[src/rtl/gb_cpu_common_pkg.sv]
// Shared types for the CPU front end.
//   decoder_state_t : byte-sequence state of the instruction assembler
//   instr_bundle_t  : one assembled instruction (opcode, cb, imm, len, pc)
//   imm_len()       : number of immediate bytes following an unprefixed opcode
//   CB_PREFIX       : prefix byte selecting the extended opcode page
package gb_cpu_common_pkg;

  typedef enum logic [2:0] {
    READ_OPCODE,
    READ_CB_OPCODE,
    READ_R8,
    READ_R16_BYTE0,
    READ_R16_BYTE1
  } decoder_state_t;

  localparam logic [7:0]  CB_PREFIX   = 8'hCB;
  // Queue entry: {byte address, byte}
  localparam int unsigned QUEUE_WIDTH = 24;

  typedef struct packed {
    logic [7:0]  opcode;
    logic        cb;
    logic [15:0] imm;
    logic [1:0]  len;
    logic [15:0] pc;
  } instr_bundle_t;

  // 0: no immediate, 1: n8, 2: n16 (little-endian). Illegal opcodes are 0.
  function automatic logic [1:0] imm_len(input logic [7:0] opcode);
    logic [1:0] n;
    n = 2'd0;
    case (opcode)
      8'h06, 8'h0E, 8'h16, 8'h1E, 8'h26, 8'h2E, 8'h36, 8'h3E,
      8'h18, 8'h20, 8'h28, 8'h30, 8'h38,
      8'hC6, 8'hCE, 8'hD6, 8'hDE, 8'hE6, 8'hEE, 8'hF6, 8'hFE,
      8'hE0, 8'hF0, 8'hE8, 8'hF8:
        n = 2'd1;
      8'h01, 8'h11, 8'h21, 8'h31, 8'h08,
      8'hC2, 8'hC3, 8'hCA, 8'hD2, 8'hDA,
      8'hC4, 8'hCC, 8'hCD, 8'hD4, 8'hDC,
      8'hEA, 8'hFA:
        n = 2'd2;
      default:
        n = 2'd0;
    endcase
    return n;
  endfunction

endpackage

[src/rtl/gb_cpu_instr_assembler_if.sv]
// Bus bundle of the instruction assembler.
//   mem_*   : byte read port towards the bus interface (single outstanding read,
//             response exactly one cycle after acceptance)
//   instr_* : assembled instruction towards the decoder (valid/ready)
// master = assembler side, slave = memory + decoder side.
interface gb_cpu_instr_assembler_if;
  logic        mem_req_o;
  logic [15:0] mem_addr_o;
  logic        mem_ready_i;
  logic        mem_rvalid_i;
  logic [7:0]  mem_rdata_i;

  logic        instr_valid_o;
  logic        instr_ready_i;
  logic [7:0]  instr_opcode_o;
  logic        instr_cb_o;
  logic [15:0] instr_imm_o;
  logic [1:0]  instr_len_o;
  logic [15:0] instr_pc_o;

  modport master (
    output mem_req_o, mem_addr_o,
    input  mem_ready_i, mem_rvalid_i, mem_rdata_i,
    output instr_valid_o, instr_opcode_o, instr_cb_o, instr_imm_o,
           instr_len_o, instr_pc_o,
    input  instr_ready_i
  );

  modport slave (
    input  mem_req_o, mem_addr_o,
    output mem_ready_i, mem_rvalid_i, mem_rdata_i,
    input  instr_valid_o, instr_opcode_o, instr_cb_o, instr_imm_o,
           instr_len_o, instr_pc_o,
    output instr_ready_i
  );
endinterface

[src/rtl/gb_cpu_byte_fifo.sv]
// Circular FIFO holding prefetched bytes with their addresses.
//   clk, reset_n        : clock, synchronous active-low reset
//   clear_i             : synchronous clear (takes priority over push/pop)
//   push_i/push_data_i  : write one entry
//   pop_i/pop_data_o    : pop_data_o shows the head; pop_i consumes it
//   count_o/empty_o/full_o : occupancy
// DEPTH must be a power of two so the pointers wrap naturally.
module gb_cpu_byte_fifo #(
  parameter int unsigned DEPTH = 4,
  parameter int unsigned WIDTH = 24
) (
  input  logic                     clk,
  input  logic                     reset_n,
  input  logic                     clear_i,
  input  logic                     push_i,
  input  logic [WIDTH-1:0]         push_data_i,
  input  logic                     pop_i,
  output logic [WIDTH-1:0]         pop_data_o,
  output logic [$clog2(DEPTH):0]   count_o,
  output logic                     empty_o,
  output logic                     full_o
);
  localparam int unsigned AW = $clog2(DEPTH);
  localparam logic [AW-1:0] PTR_ONE  = 1;
  localparam logic [AW:0]   CNT_ONE  = 1;
  localparam logic [AW:0]   CNT_FULL = (AW + 1)'(DEPTH);

  logic [WIDTH-1:0] mem_q [DEPTH];
  logic [AW-1:0]    wr_ptr_q, wr_ptr_d;
  logic [AW-1:0]    rd_ptr_q, rd_ptr_d;
  logic [AW:0]      count_q, count_d;
  logic             do_push, do_pop;

  assign empty_o    = (count_q == '0);
  assign full_o     = (count_q == CNT_FULL);
  assign count_o    = count_q;
  assign pop_data_o = mem_q[rd_ptr_q];

  assign do_pop  = pop_i && !empty_o && !clear_i;
  assign do_push = push_i && (!full_o || do_pop) && !clear_i;

  always_comb begin
    wr_ptr_d = wr_ptr_q;
    rd_ptr_d = rd_ptr_q;
    count_d  = count_q;
    if (do_push) wr_ptr_d = wr_ptr_q + PTR_ONE;
    if (do_pop)  rd_ptr_d = rd_ptr_q + PTR_ONE;
    case ({do_push, do_pop})
      2'b10:   count_d = count_q + CNT_ONE;
      2'b01:   count_d = count_q - CNT_ONE;
      default: count_d = count_q;
    endcase
    if (clear_i) begin
      wr_ptr_d = '0;
      rd_ptr_d = '0;
      count_d  = '0;
    end
  end

  always_ff @(posedge clk) begin
    if (!reset_n) begin
      wr_ptr_q <= '0;
      rd_ptr_q <= '0;
      count_q  <= '0;
    end else begin
      wr_ptr_q <= wr_ptr_d;
      rd_ptr_q <= rd_ptr_d;
      count_q  <= count_d;
    end
  end

  always_ff @(posedge clk) begin
    if (do_push) mem_q[wr_ptr_q] <= push_data_i;
  end

endmodule

[src/rtl/gb_cpu_instr_assembler.sv]
// Prefetching instruction-byte queue and operand assembler.
//   clk, reset_n   : clock, synchronous active-low reset
//   flush_i        : redirect; drops queue, partial instruction, output bundle
//                    and any response landing in the following cycle
//   redirect_pc_i  : new fetch PC, taken when flush_i=1
//   bus (master)   : mem_* byte read port and instr_* decoder handshake
// Fetch keeps at most one read outstanding and stops while the queue is full.
// The assembler pops one byte per cycle; only the byte that completes an
// instruction waits for the output register to be free.
module gb_cpu_instr_assembler
  import gb_cpu_common_pkg::*;
#(
  parameter int unsigned QUEUE_DEPTH = 4
) (
  input  logic                    clk,
  input  logic                    reset_n,
  input  logic                    flush_i,
  input  logic [15:0]             redirect_pc_i,
  gb_cpu_instr_assembler_if.master bus
);
  localparam int unsigned CW = $clog2(QUEUE_DEPTH) + 1;
  localparam logic [CW-1:0] CNT_DEPTH = CW'(QUEUE_DEPTH);

  // Fetch side
  logic [15:0] fetch_pc_q, fetch_pc_d;
  logic [15:0] inflight_pc_q, inflight_pc_d;
  logic        outstanding_q, outstanding_d;
  logic        discard_q, discard_d;
  logic        accept;

  // Queue
  logic                   fifo_push, fifo_pop, fifo_empty, fifo_full;
  logic [QUEUE_WIDTH-1:0] fifo_wdata, fifo_rdata;
  logic [CW-1:0]          fifo_count;
  logic [7:0]             pop_byte;
  logic [15:0]            pop_pc;

  // Assembler
  decoder_state_t state_q, state_d;
  logic [7:0]     asm_op_q, asm_op_d;
  logic [15:0]    asm_pc_q, asm_pc_d;
  logic [7:0]     asm_imm_lo_q, asm_imm_lo_d;
  instr_bundle_t  bundle_new;
  logic           completes;
  logic           out_free;

  // Output register
  logic           valid_q, valid_d;
  instr_bundle_t  out_q, out_d;

  // No issue in the flush cycle, so the old PC can never leak into a request.
  assign bus.mem_req_o  = reset_n && !flush_i && !outstanding_q &&
                          (fifo_count < CNT_DEPTH);
  assign bus.mem_addr_o = fetch_pc_q;
  assign accept         = bus.mem_req_o && bus.mem_ready_i;

  assign fifo_push  = bus.mem_rvalid_i && !discard_q && !flush_i;
  assign fifo_wdata = {inflight_pc_q, bus.mem_rdata_i};
  assign pop_byte   = fifo_rdata[7:0];
  assign pop_pc     = fifo_rdata[23:8];

  gb_cpu_byte_fifo #(
    .DEPTH (QUEUE_DEPTH),
    .WIDTH (QUEUE_WIDTH)
  ) u_fifo (
    .clk         (clk),
    .reset_n     (reset_n),
    .clear_i     (flush_i),
    .push_i      (fifo_push),
    .push_data_i (fifo_wdata),
    .pop_i       (fifo_pop),
    .pop_data_o  (fifo_rdata),
    .count_o     (fifo_count),
    .empty_o     (fifo_empty),
    .full_o      (fifo_full)
  );

  always_comb begin
    fetch_pc_d    = fetch_pc_q;
    inflight_pc_d = inflight_pc_q;
    outstanding_d = accept || (outstanding_q && !bus.mem_rvalid_i);
    discard_d     = 1'b0;
    if (accept) begin
      fetch_pc_d    = fetch_pc_q + 16'd1;
      inflight_pc_d = fetch_pc_q;
    end
    if (flush_i) begin
      fetch_pc_d    = redirect_pc_i;
      outstanding_d = 1'b0;
      discard_d     = 1'b1;
    end
  end

  // Bundle that the head byte would complete in the current state.
  always_comb begin
    bundle_new = '0;
    completes  = 1'b0;
    case (state_q)
      READ_OPCODE: begin
        bundle_new.opcode = pop_byte;
        bundle_new.len    = 2'd1;
        bundle_new.pc     = pop_pc;
        completes         = (pop_byte != CB_PREFIX) && (imm_len(pop_byte) == 2'd0);
      end
      READ_CB_OPCODE: begin
        bundle_new.opcode = pop_byte;
        bundle_new.cb     = 1'b1;
        bundle_new.len    = 2'd2;
        bundle_new.pc     = asm_pc_q;
        completes         = 1'b1;
      end
      READ_R8: begin
        bundle_new.opcode = asm_op_q;
        bundle_new.imm    = {8'h00, pop_byte};
        bundle_new.len    = 2'd2;
        bundle_new.pc     = asm_pc_q;
        completes         = 1'b1;
      end
      READ_R16_BYTE1: begin
        bundle_new.opcode = asm_op_q;
        bundle_new.imm    = {pop_byte, asm_imm_lo_q};
        bundle_new.len    = 2'd3;
        bundle_new.pc     = asm_pc_q;
        completes         = 1'b1;
      end
      default: completes = 1'b0;
    endcase
  end

  assign out_free = !valid_q || bus.instr_ready_i;
  assign fifo_pop = !fifo_empty && !flush_i && (!completes || out_free);

  always_comb begin
    state_d      = state_q;
    asm_op_d     = asm_op_q;
    asm_pc_d     = asm_pc_q;
    asm_imm_lo_d = asm_imm_lo_q;
    if (fifo_pop) begin
      case (state_q)
        READ_OPCODE: begin
          asm_op_d = pop_byte;
          asm_pc_d = pop_pc;
          if (pop_byte == CB_PREFIX) begin
            state_d = READ_CB_OPCODE;
          end else begin
            case (imm_len(pop_byte))
              2'd1:    state_d = READ_R8;
              2'd2:    state_d = READ_R16_BYTE0;
              default: state_d = READ_OPCODE;
            endcase
          end
        end
        READ_R16_BYTE0: begin
          asm_imm_lo_d = pop_byte;
          state_d      = READ_R16_BYTE1;
        end
        default: state_d = READ_OPCODE;
      endcase
    end
    if (flush_i) state_d = READ_OPCODE;
  end

  always_comb begin
    valid_d = valid_q && !bus.instr_ready_i;
    out_d   = out_q;
    if (fifo_pop && completes) begin
      valid_d = 1'b1;
      out_d   = bundle_new;
    end
    if (flush_i) valid_d = 1'b0;
  end

  always_ff @(posedge clk) begin
    if (!reset_n) begin
      fetch_pc_q    <= '0;
      inflight_pc_q <= '0;
      outstanding_q <= 1'b0;
      discard_q     <= 1'b0;
      state_q       <= READ_OPCODE;
      asm_op_q      <= '0;
      asm_pc_q      <= '0;
      asm_imm_lo_q  <= '0;
      valid_q       <= 1'b0;
      out_q         <= '0;
    end else begin
      fetch_pc_q    <= fetch_pc_d;
      inflight_pc_q <= inflight_pc_d;
      outstanding_q <= outstanding_d;
      discard_q     <= discard_d;
      state_q       <= state_d;
      asm_op_q      <= asm_op_d;
      asm_pc_q      <= asm_pc_d;
      asm_imm_lo_q  <= asm_imm_lo_d;
      valid_q       <= valid_d;
      out_q         <= out_d;
    end
  end

  // The issue rule reserves a slot for every accepted read.
  always_ff @(posedge clk) begin
    if (reset_n && fifo_push && !fifo_pop) assert (!fifo_full);
  end

  assign bus.instr_valid_o  = valid_q;
  assign bus.instr_opcode_o = out_q.opcode;
  assign bus.instr_cb_o     = out_q.cb;
  assign bus.instr_imm_o    = out_q.imm;
  assign bus.instr_len_o    = out_q.len;
  assign bus.instr_pc_o     = out_q.pc;

endmodule
[src/flat_wrapper.sv]
// flat-port wrapper written by rule: the top's interface ports become plain ports
module gb_cpu_instr_assembler_flat import gb_cpu_common_pkg::*;
#(
  parameter int unsigned QUEUE_DEPTH = 4
)
  (clk, reset_n, flush_i, redirect_pc_i, bus_mem_req_o, bus_mem_addr_o, bus_mem_ready_i, bus_mem_rvalid_i, bus_mem_rdata_i, bus_instr_valid_o, bus_instr_opcode_o, bus_instr_cb_o, bus_instr_imm_o, bus_instr_len_o, bus_instr_pc_o, bus_instr_ready_i);
  gb_cpu_instr_assembler_if bus_i ();
  input  logic clk;
  input  logic reset_n;
  input  logic flush_i;
  input  logic [15:0] redirect_pc_i;
  output wire logic [$bits(bus_i.mem_req_o)-1:0] bus_mem_req_o;
  output wire logic [$bits(bus_i.mem_addr_o)-1:0] bus_mem_addr_o;
  input wire logic [$bits(bus_i.mem_ready_i)-1:0] bus_mem_ready_i;
  input wire logic [$bits(bus_i.mem_rvalid_i)-1:0] bus_mem_rvalid_i;
  input wire logic [$bits(bus_i.mem_rdata_i)-1:0] bus_mem_rdata_i;
  output wire logic [$bits(bus_i.instr_valid_o)-1:0] bus_instr_valid_o;
  output wire logic [$bits(bus_i.instr_opcode_o)-1:0] bus_instr_opcode_o;
  output wire logic [$bits(bus_i.instr_cb_o)-1:0] bus_instr_cb_o;
  output wire logic [$bits(bus_i.instr_imm_o)-1:0] bus_instr_imm_o;
  output wire logic [$bits(bus_i.instr_len_o)-1:0] bus_instr_len_o;
  output wire logic [$bits(bus_i.instr_pc_o)-1:0] bus_instr_pc_o;
  input wire logic [$bits(bus_i.instr_ready_i)-1:0] bus_instr_ready_i;
  assign bus_mem_req_o = bus_i.mem_req_o;
  assign bus_mem_addr_o = bus_i.mem_addr_o;
  assign bus_i.mem_ready_i = bus_mem_ready_i;
  assign bus_i.mem_rvalid_i = bus_mem_rvalid_i;
  assign bus_i.mem_rdata_i = bus_mem_rdata_i;
  assign bus_instr_valid_o = bus_i.instr_valid_o;
  assign bus_instr_opcode_o = bus_i.instr_opcode_o;
  assign bus_instr_cb_o = bus_i.instr_cb_o;
  assign bus_instr_imm_o = bus_i.instr_imm_o;
  assign bus_instr_len_o = bus_i.instr_len_o;
  assign bus_instr_pc_o = bus_i.instr_pc_o;
  assign bus_i.instr_ready_i = bus_instr_ready_i;
  gb_cpu_instr_assembler #(.QUEUE_DEPTH(QUEUE_DEPTH)) u_core (.clk(clk), .reset_n(reset_n), .flush_i(flush_i), .redirect_pc_i(redirect_pc_i), .bus(bus_i));
endmodule
[config.mk]
export PLATFORM = sky130hd
export DESIGN_NAME = gb_cpu_instr_assembler_flat
export DESIGN_NICKNAME = d
export VERILOG_FILES = /design/src/rtl/gb_cpu_common_pkg.sv /design/src/rtl/gb_cpu_instr_assembler_if.sv /design/src/rtl/gb_cpu_byte_fifo.sv /design/src/rtl/gb_cpu_instr_assembler.sv /design/src/flat_wrapper.sv
export SDC_FILE = /design/constraint.sdc
export NUM_CORES = 1
export LEC_CHECK = 0
export BUFFER_PORTS_ARGS = -buffer_cell sky130_fd_sc_hd__buf_2
export CORE_ASPECT_RATIO = 0.5
export CORE_MARGIN = 2
export CORE_UTILIZATION = 55
export CTS_CLUSTER_DIAMETER = 40
export CTS_CLUSTER_SIZE = 40
export DETAILED_ROUTE_END_ITERATION = 7
export PLACE_DENSITY = 0.82
export SYNTH_ARGS = -nofsm -noshare
export SYNTH_HDL_FRONTEND = slang
export SYNTH_HIERARCHICAL = 1
export SYNTH_SLANG_ARGS = --single-unit
export TNS_END_PERCENT = 100
[constraint.sdc]
create_clock -name clk -period 6.2 [get_ports clk]
set_clock_uncertainty 0.15 [all_clocks]
set_input_delay 0.31 -clock clk [delete_from_list [all_inputs] [get_ports clk]]
set_output_delay 0.31 -clock clk [all_outputs]
set_load 0.1 [all_outputs]
# Word-level counts from Yosys, hierarchy flattened
# Memories as Yosys holds them, arrays and structs flattened. A register that Yosys moved wholly into a read port is not among the register bits.
# Index checks and enable logic that the tools add are counted.
# op_classes
n_addsub,5
mul,0
div,0
magnitude_cmp,1
eq_ne,53
shift,0
mux,22
bitwise_logic,1
reduce_logical,43
# ops
cell,count
"8-bit == test, second input constant",25
"8-bit by 6-bit == test with 1-bit output, second input constant",10
18-bit case mux with 3 select lines,1
"8-bit by 5-bit == test with 1-bit output, second input constant",4
16-bit 2-to-1 mux,2
16-bit case mux with 2 select lines,1
25-bit OR reduction,1
17-bit OR reduction,1
"16-bit by 1-bit adder with 16-bit output, second input constant",1
"8-bit by 4-bit == test with 1-bit output, second input constant",2
1-bit logical AND,16
8-bit case mux with 2 select lines,1
2-bit 2-to-1 mux,6
3-bit case mux with 2 select lines,2
1-bit logical NOT,9
"8-bit by 1-bit == test with 1-bit output, second input constant",1
"8-bit by 3-bit == test with 1-bit output, second input constant",1
"8-bit inequality test, second input constant",1
2-bit case mux with 2 select lines,2
2-bit OR reduction,4
"3-bit by 2-bit == test with 1-bit output, second input constant",2
"3-bit == test, second input constant",2
3-bit logical NOT,2
1-bit 2-to-1 mux,5
other kinds (15),23
# word_totals
ff_bits,120
latch_bits,0
mem_bits_rw,96
romBits,0
input_bits,30
wordCells,143
mem_count,1
# mem_list
name,words,word_bits,rd,rd_ports_with_merged_regs,wr,line,source
u_core.u_fifo.mem_q,4,24,1,1,1,gb_cpu_byte_fifo.sv:28,logic [WIDTH-1:0] mem_q [DEPTH];

# Longest topological paths before layout
# Gate-level depths: netlist of the first run.
# logic_depth
ltp_word,17
mapped_depth,20
depth_no_buf,17

# Cells and area by module
# The synthesis of the first run kept the hierarchy.
# by_module_without_submodules
mod,instances,cells_each,area_each_um2,seq_area_each_um2
gb_cpu_instr_assembler,1,628,5375.2,2262.2
gb_cpu_byte_fifo,1,182,3971.3,3062.9

# Worst setup path before layout of the first run
# OpenSTA, ideal clock, no wires.
# synth_timing
path_type,reg2reg
from,register (tool-made name)
to,"register u_core.u_fifo.count_q[2], in the netlist u_core/u_fifo/count_o[2]"
setup_time_ns,0.070
arrival_ns,4.518
t_required_ns,5.980
path_slack_ns,1.462
path_stages_with_launch,21
path_buffers,3
period_less_slack_ns,4.738
path_cell_list,dfxtp_1 > buf_2 > buf_4 > mux4_2 > clkbuf_1 > and3_1 > a21oi_1 > o32a_1 > o211a_1 > ha_1 > nand4b_1 > o221a_2 > or4b_4 > and2_4 > inv_1 > ha_1 > inv_1 > fa_1 > xor2_1 > or3_1 > a21oi_1
# synth_rtl
item,line,source
to (signal assigned),gb_cpu_byte_fifo.sv:68,count_q <= count_d;
to (decl),gb_cpu_byte_fifo.sv:31,"logic [AW:0] count_q, count_d;"

==> run summary, run 1 <==
The internal portion of the total power is 2.19 mW. The mean area per synthesized cell is 11.5 sq um. The post-cts resize count came out at 0. Excluding fillers, the count of instances in the completed layout stands at 1130. The final layout contains 930 nets. The logs give 0.185 for the remaining max-slew budget at the tightest pin and 1073 for the number of cells after detailed placement. In this run the static leakage power is 4.43 nW. STA classifies the critical path endpoint as a flop. The share of total power consumed by net switching came out at 0.245. Clock-pin slew was measured on the worst setup and hold paths at 80 ps. Reg-to-reg critical path endpoint: u_core/u_fifo/count_o[2]$_SDFFE_PP0P_.

At the worst endpoint, the arrival time is 5660 ps. Setup repair after global routing left no endpoint under its margin. The buffer levels on the longest clock path is 3, and the final-layout worst hold slack is 19.0 ps.

The first TritonRoute pass finished after 6 iterations. The fraction of power consumed by sequential logic is 0.525. The tree is rooted in a clkbuf_16. Across the run, the number of max-cap violations was 0. The core region is 16500 sq um. The count of pins over their slew limit is 0. The final critical-path share of the clock period came out at 0.868. The run finished with clean final reports. The number of H-tree levels is 1, and the global-route wire length before repair is 34400 um. The run gives 0 as the number of setup violations in the final report. In the final timing run, aggregate negative setup slack is 0 ps.

In this run the power density over the cells is 270 nW/um^2. The synthesized instance count is 809, and the horizontal die dimension is 188 um. The fraction of final layout cells with drive strength greater than 1 is 0.185. The logs give 848 for the post-synthesis net count and 0.820 for the routability congestion estimate.

The die covers 18100 sq um. The cell depth of the worst flop-to-flop path was 17. The combinational share of power is 0.061. The number of antenna violations at the first check in global routing is 0. The worst setup path is launched from a flop. The height of the chip works out to 96.1 um. The hold buffer count at CTS is 25.

The share of power burned in the clock network is 0.414, and the total track usage is 0.243. Entering global routing, the biggest net connects 117 pins. After layout, the design draws a total of 2.90 mW. For this design the top-level I/O count stands at 91. Counting every sink on the clock net gives 218.

The number of input and output port buffers inserted was 90. After floorplanning, the core was divided into 33 placement rows. Yosys printed 6 warnings. The number of buffers inserted by post-CTS setup repair came out at 0.

The leftover overflow at the end of global routing was 0. Using the TritonRoute via totals, the vias-per-cell ratio works out to 5.86. The per-cell routed wire length is 19.2 um. IR analysis of the VDD net gives a maximum drop of 0.171 mV. The initial standard-cell utilization of the core was 0.567; the shortest clock period the worst path allows after layout was 5380 ps. Summed over all nets, the switching power comes to 0.709 mW. The run gives 0 as the remaining antenna violation count. The library cells used most frequently in the layout, excluding fill and tap cells, are nand2_1, dfxtp_1, edfxtp_1. Based on the critical path, the design can be clocked at up to 186 MHz.

Summed over all nets, the half-perimeter wirelength after detailed placement is 13800 um. In this run the worst path has a maximum fanout of 13. The number of clock buffers added by TritonCTS is 18.

The worst register-to-register path has a setup slack of 820 ps. The tools report the count of endpoints failing hold in the final timing report as 0. Hold-critical path depth: 2. For the detailed-route DRC error count, the log shows 0.

Launch point of the worst hold path: reset_n. The mapped cell area came out at 9340 sq um. The actual slew at the worst max-slew pin was 1210 ps. The clock reaches the later pin of the worst-skew pair after 510 ps. Routed via count: 6619.

Via count of the first global-routing pass: 6416. After detailed routing, the total wire length is 21600 um. The critical path data required time came out at 6470 ps. The most critical setup path has its endpoint at u_core/u_fifo/count_o[2]$_SDFFE_PP0P_.

TritonCTS built the clock tree. Worst min-delay path category: in2reg. Antenna diode count: 0.

In this run, the number of DRC markers left after iteration 0 of detailed routing was 493. The critical path in this run is classified as reg2reg. The area growth from synthesis to layout is 15.2%. Leaving out fill and tap cells, the most frequent cell in the layout is nand2_1.
[worst max-delay path, stage by stage, from the launching register on]
cell,delay [ps]
dfxtp_1,860
mux4_2,760
and3_1,260
a21oi_1,140
o32a_1,230
o211a_1,160
ha_1,160
nand4b_1,140
o221a_2,390
or4b_4,530
and2_4,190
inv_1,50
ha_1,180
inv_1,70
fa_1,380
xor2_1,170
or3_1,300
a21oi_1,190
[how the worst min path moves through the flow]
stage	endpoint	slack (ps)
final	u_core/bus.mem_addr_o[7]$_SDFFE_PN0P_	20
after detailed placement	u_core/bus.instr_imm_o[5]$_SDFFE_PN0P_	300
after floorplan	u_core/u_fifo/mem_q[0][0]$_DFFE_PP_	260
after CTS	u_core/bus.mem_addr_o[7]$_SDFFE_PN0P_	6
after global routing	u_core/bus.mem_addr_o[7]$_SDFFE_PN0P_	10
after global placement	u_core/asm_pc_q[3]$_SDFFE_PN0P_	290
[power groups by stage]
stage                     Sequential (mW)  Combinational, mW  Clock [mW]
final                                1.52              0.176        1.20
after global placement               1.55              0.158           0
after CTS                            1.52              0.174        1.22
after global routing                 1.52              0.186        1.28
after detailed placement             1.56              0.160           0
after floorplan                      1.60             0.0705           0
[area by class of cell]
class                   count  area (sq um)
flip-flops and latches    218          5330
inverters                  14          52.6
well taps                 227           284
fillers                  1214          5720
multi-input cells         514          3700
clock inverters            11           139
repair buffers            125           778
clock buffers              21           483
[state kept, by name (all words and copies together), names as in the netlist, 8 cells and up, named ones only]
register                   flops
u_core/bus.mem_addr_o         16
u_core/asm_op_q                8
u_core/inflight_pc_q          16
u_core/bus.instr_pc_o         16
u_core/bus.instr_imm_o        16
u_core/u_fifo/mem_q           96
u_core/asm_pc_q               16
u_core/asm_imm_lo_q            8
u_core/bus.instr_opcode_o      8
[layer usage]
| layer | global-route usage | vias up | part of all wire |
|---|---|---|---|
| met5 | 0 | - | 0 |
| met1 | 0.336 | 3203 | 0.46 |
| met4 | 0.0605 | 0 | 0.017 |
| met2 | 0.406 | 275 | 0.45 |
| li1 | - | 3115 | - |
| met3 | 0.0401 | 26 | 0.072 |
[per-stage QoR]
step | util | area [sq um] | worst slack (ps)
2_1_floorplan | - | 9340 | 1460
3_5_place_dp | 0.600 | 9890 | 924
6_report | 0.653 | 10800 | 816
3_3_place_gp | 0.600 | 9890 | 1130
5_1_grt | 0.653 | 10800 | 564
4_1_cts | 0.653 | 10800 | 798
Note: power is estimated with default switching activity, not from simulation.
==> run 2: changes to the inputs <==
--- a/config.mk
+++ b/config.mk
@@ -8,11 +8,11 @@
 export BUFFER_PORTS_ARGS = -buffer_cell sky130_fd_sc_hd__buf_2
 export CORE_ASPECT_RATIO = 0.5
 export CORE_MARGIN = 2
-export CORE_UTILIZATION = 55
+export CORE_UTILIZATION = 30
 export CTS_CLUSTER_DIAMETER = 40
 export CTS_CLUSTER_SIZE = 40
 export DETAILED_ROUTE_END_ITERATION = 7
-export PLACE_DENSITY = 0.82
+export PLACE_DENSITY = 0.53
 export SYNTH_ARGS = -nofsm -noshare
 export SYNTH_HDL_FRONTEND = slang
 export SYNTH_HIERARCHICAL = 1
==> run 2 against run 1 <==
Against the previous run: count of clock-buffer cells in the layout up 17; via count down 1.8%; utilization down 27 points; non-clock buffer count up 2; die area up 80%; setup slack better by 310 ps; critical endpoint unchanged; global-route usage down 10 points; fmax up 6.2%; critical path type unchanged; clock power up 56%; wire length up 5.8%.
==> run summary, run 2 (synthesis results as in run 1) <==
The height of the chip works out to 129 um (was 96.1 um). The per-cell routed wire length was 16.9 um (was 19.2 um). The tools report the TritonCTS buffer count as 30 (was 18). For the post-cts resize count, the log shows 0 (unchanged).

The run finished with clean final reports. The run gives 4.69 nW (was 4.43 nW) as the leakage dissipation. The buffer levels on the longest clock path was 3 (unchanged); the setup total negative slack was 0 ps (unchanged). For the cell area after placement, the log shows 10100 sq um (was 9890 sq um). Horizontal die dimension: 254 um (was 188 um). For the number of H-tree levels, the log shows 1 (unchanged).

The tools report the count of pins over their slew limit as 0 (unchanged). The library cell used as clock root buffer was clkbuf_16 (unchanged). The logs give 1190 ps (was 924 ps) for the worst slack after detailed placement and 5 (was 6) for the detailed-routing iteration count for the pre-antenna-repair pass.

The tools report the placeable core area as 30500 sq um (was 16500 sq um). TritonCTS built the clock tree. The critical path class was reg2reg (unchanged). The area growth from synthesis to layout works out to 23.3% (was 15.2%). Type of element launching the critical path: a flop (unchanged). The final critical-path share of the clock period works out to 0.818 (was 0.868). The maximum cell stage delay along the critical path was 730 ps (was 860 ps); the actual slew at the worst max-slew pin was 1160 ps (was 1210 ps). The via count of the first global-routing pass was 6357 (was 6416). The run gives 89 (was 117) as the largest net degree at the start of global routing. Count of endpoints failing hold in the final timing report: 0 (unchanged). The routed via count is 6501 (was 6619), and the number of cells after detailed placement is 1270 (was 1073).

The number of input and output port buffers inserted came out at 90 (unchanged). The clock sink total came out at 218 (unchanged). The logs give 6510 ps (was 6470 ps) for the critical path data required time and 22900 um (was 21600 um) for the total detailed-routing wirelength.

The run gives 5380 ps (was 5660 ps) as the data arrival time of the critical path. Top-level I/O count: 91 (unchanged). The clock transition time at the flip-flop clock pins of the worst setup and hold paths works out to 60 ps (was 80 ps).

The worst voltage drop across the vdd grid came out at 0.237 mV (was 0.171 mV). For the iteration-0 DRC count of the detailed router, the log shows 408 (was 493). The hold buffer count at CTS was 26 (was 25); the total power divided by cell area was 310 nW/um^2 (was 270 nW/um^2). The initial standard-cell utilization of the core was 0.307 (was 0.567). Most used cells in the layout excluding fill and tap cells: nand2_1, dfxtp_1, edfxtp_1 (unchanged). The number of non-filler instances in the completed layout was 1353 (was 1130). The most frequent standard cell in the layout excluding fill and tap cells was nand2_1 (unchanged). The run gives 36300 um (was 34400 um) as the global-route wire length before repair. List of cells traversed by the critical path: mux4_2 > and3_1 > a22oi_1 > or3_1 > o211a_1 > ha_1 > nand4b_1 > o221a_2 > or4b_4 > and2_4 > inv_1 > ha_1 > inv_1 > fa_1 > xor2_1 > or3_1 > a21oi_1 (was mux4_2 > and3_1 > a21oi_1 > o32a_1 > o211a_1 > ha_1 > nand4b_1 > o221a_2 > or4b_4 > and2_4 > inv_1 > ha_1 > inv_1 > fa_1 > xor2_1 > or3_1 > a21oi_1). The area enclosed by the die boundary is 32600 sq um (was 18100 sq um). The tools report the number of antenna violations at the first check in global routing as 1 (was 0).

The smallest setup slack after layout is 1130 ps (was 816 ps). For the number of setup violations in the final report, the log shows 0 (unchanged). The routability congestion estimate is 0.733 (was 0.820), and the detailed-route DRC error count is 0 (unchanged). The number of placement rows came out at 45 (was 33).

The post-detailed-placement half-perimeter wirelength came out at 15300 um (was 13800 um). The count of maximum capacitance violations was 0 (unchanged). The shortest clock period the worst path allows after layout was 5070 ps (was 5380 ps); the layout net count was 944 (was 930).

The peak clock frequency supported by timing is 197 MHz (was 186 MHz), and the mean number of vias per cell is 4.80 (was 5.86). Category of the worst setup path capture point: a flop (unchanged). The tools report the total track usage as 0.140 (was 0.243). The tools report the remaining max-slew budget at the tightest pin as 0.228 (was 0.185).

The register bank with the most flops is u_core/u_fifo/mem_q (unchanged). For the final cell area excluding filler cells, the log shows 11500 sq um (was 10800 sq um). The fraction of final layout cells with drive strength greater than 1 works out to 0.207 (was 0.185).

Setup repair after global routing left no endpoint under its margin. Number of buffers inserted by post-CTS setup repair: 0 (unchanged). For the source-to-sink clock delay at the later pin of the worst-skew pair, the log shows 530 ps (was 510 ps). The highest net fanout along the worst path is 11 (was 13).

Leftover overflow at the end of global routing: 0 (unchanged). Worst min-delay path category: in2reg (unchanged). The library cell contributing the largest single delay on the critical path is mux4_2 (was dfxtp_1).

Flip-flop count of the largest register, all copies and words added: 96 (unchanged). The remaining antenna violation count is 0 (unchanged).
-- run 2: where the power goes --
group          total [mW]  internal [mW]  switching [mW]
clock network        1.87           1.21           0.660
registers            1.53           1.51          0.0164
logic               0.177         0.0492           0.128
total                3.57           2.77           0.804
-- run 2: worst max-delay path, delay by kind of cell, from the launching register on --
kind	cells	cell delay [ps]
multiplexers	1	730
AO/OA/AOI/OAI	4	840
AND/OR/NAND/NOR	6	1570
XOR/XNOR	1	160
flip-flops	1	690
buffers and inverters	2	120
adder cells (fa/ha/maj)	3	720
-- run 2: stage by stage --
stage | total power, mW | utilization | hold WS [ps]
floorplan | 1.67 | - | 259
global placement | 1.72 | 0.333 | 292
detailed placement | 1.72 | 0.333 | 298
CTS | 3.61 | 0.378 | 94.4
global route | 3.69 | 0.378 | 125
finish | 3.57 | 0.378 | 112
-- run 2: cell type report --
| type | count | area (sq um) |
|---|---|---|
| Fill cell | 2993 | 18900 |
| Sequential cell | 218 | 5330 |
| Multi-Input combinational cell | 514 | 3700 |
| Clock buffer | 38 | 863 |
| Timing Repair Buffer | 127 | 796 |
| Tap cell | 423 | 529 |
| Clock inverter | 18 | 256 |
| Inverter | 14 | 52.6 |
| Antenna cell | 1 | 2.50 |
-- run 2: path summary, 6_finish.rpt --
path / depth (start not counted) / startpoint / end / slack, ps
setup / recovery: 17 / flop / u_core/u_fifo/count_o[2]$_SDFFE_PP0P_ / 1130
hold / removal: 2 / reset_n / u_core/bus.mem_addr_o[14]$_SDFFE_PN0P_ / 110
setup reg to reg: 17 / flop / u_core/u_fifo/count_o[2]$_SDFFE_PP0P_ / 1130
hold reg to reg: 2 / u_core/bus.instr_imm_o[6]$_SDFFE_PN0P_ / u_core/bus.instr_imm_o[6]$_SDFFE_PN0P_ / 300
-- run 2: routing by layer --
layer / wire length (um) / part of all wire / track usage
met5: 11 / 0.00048 / 0
met4: 327 / 0.014 / 0.0292
met3: 961 / 0.042 / 0.0265
met2: 10300 / 0.45 / 0.222
met1: 11300 / 0.49 / 0.201
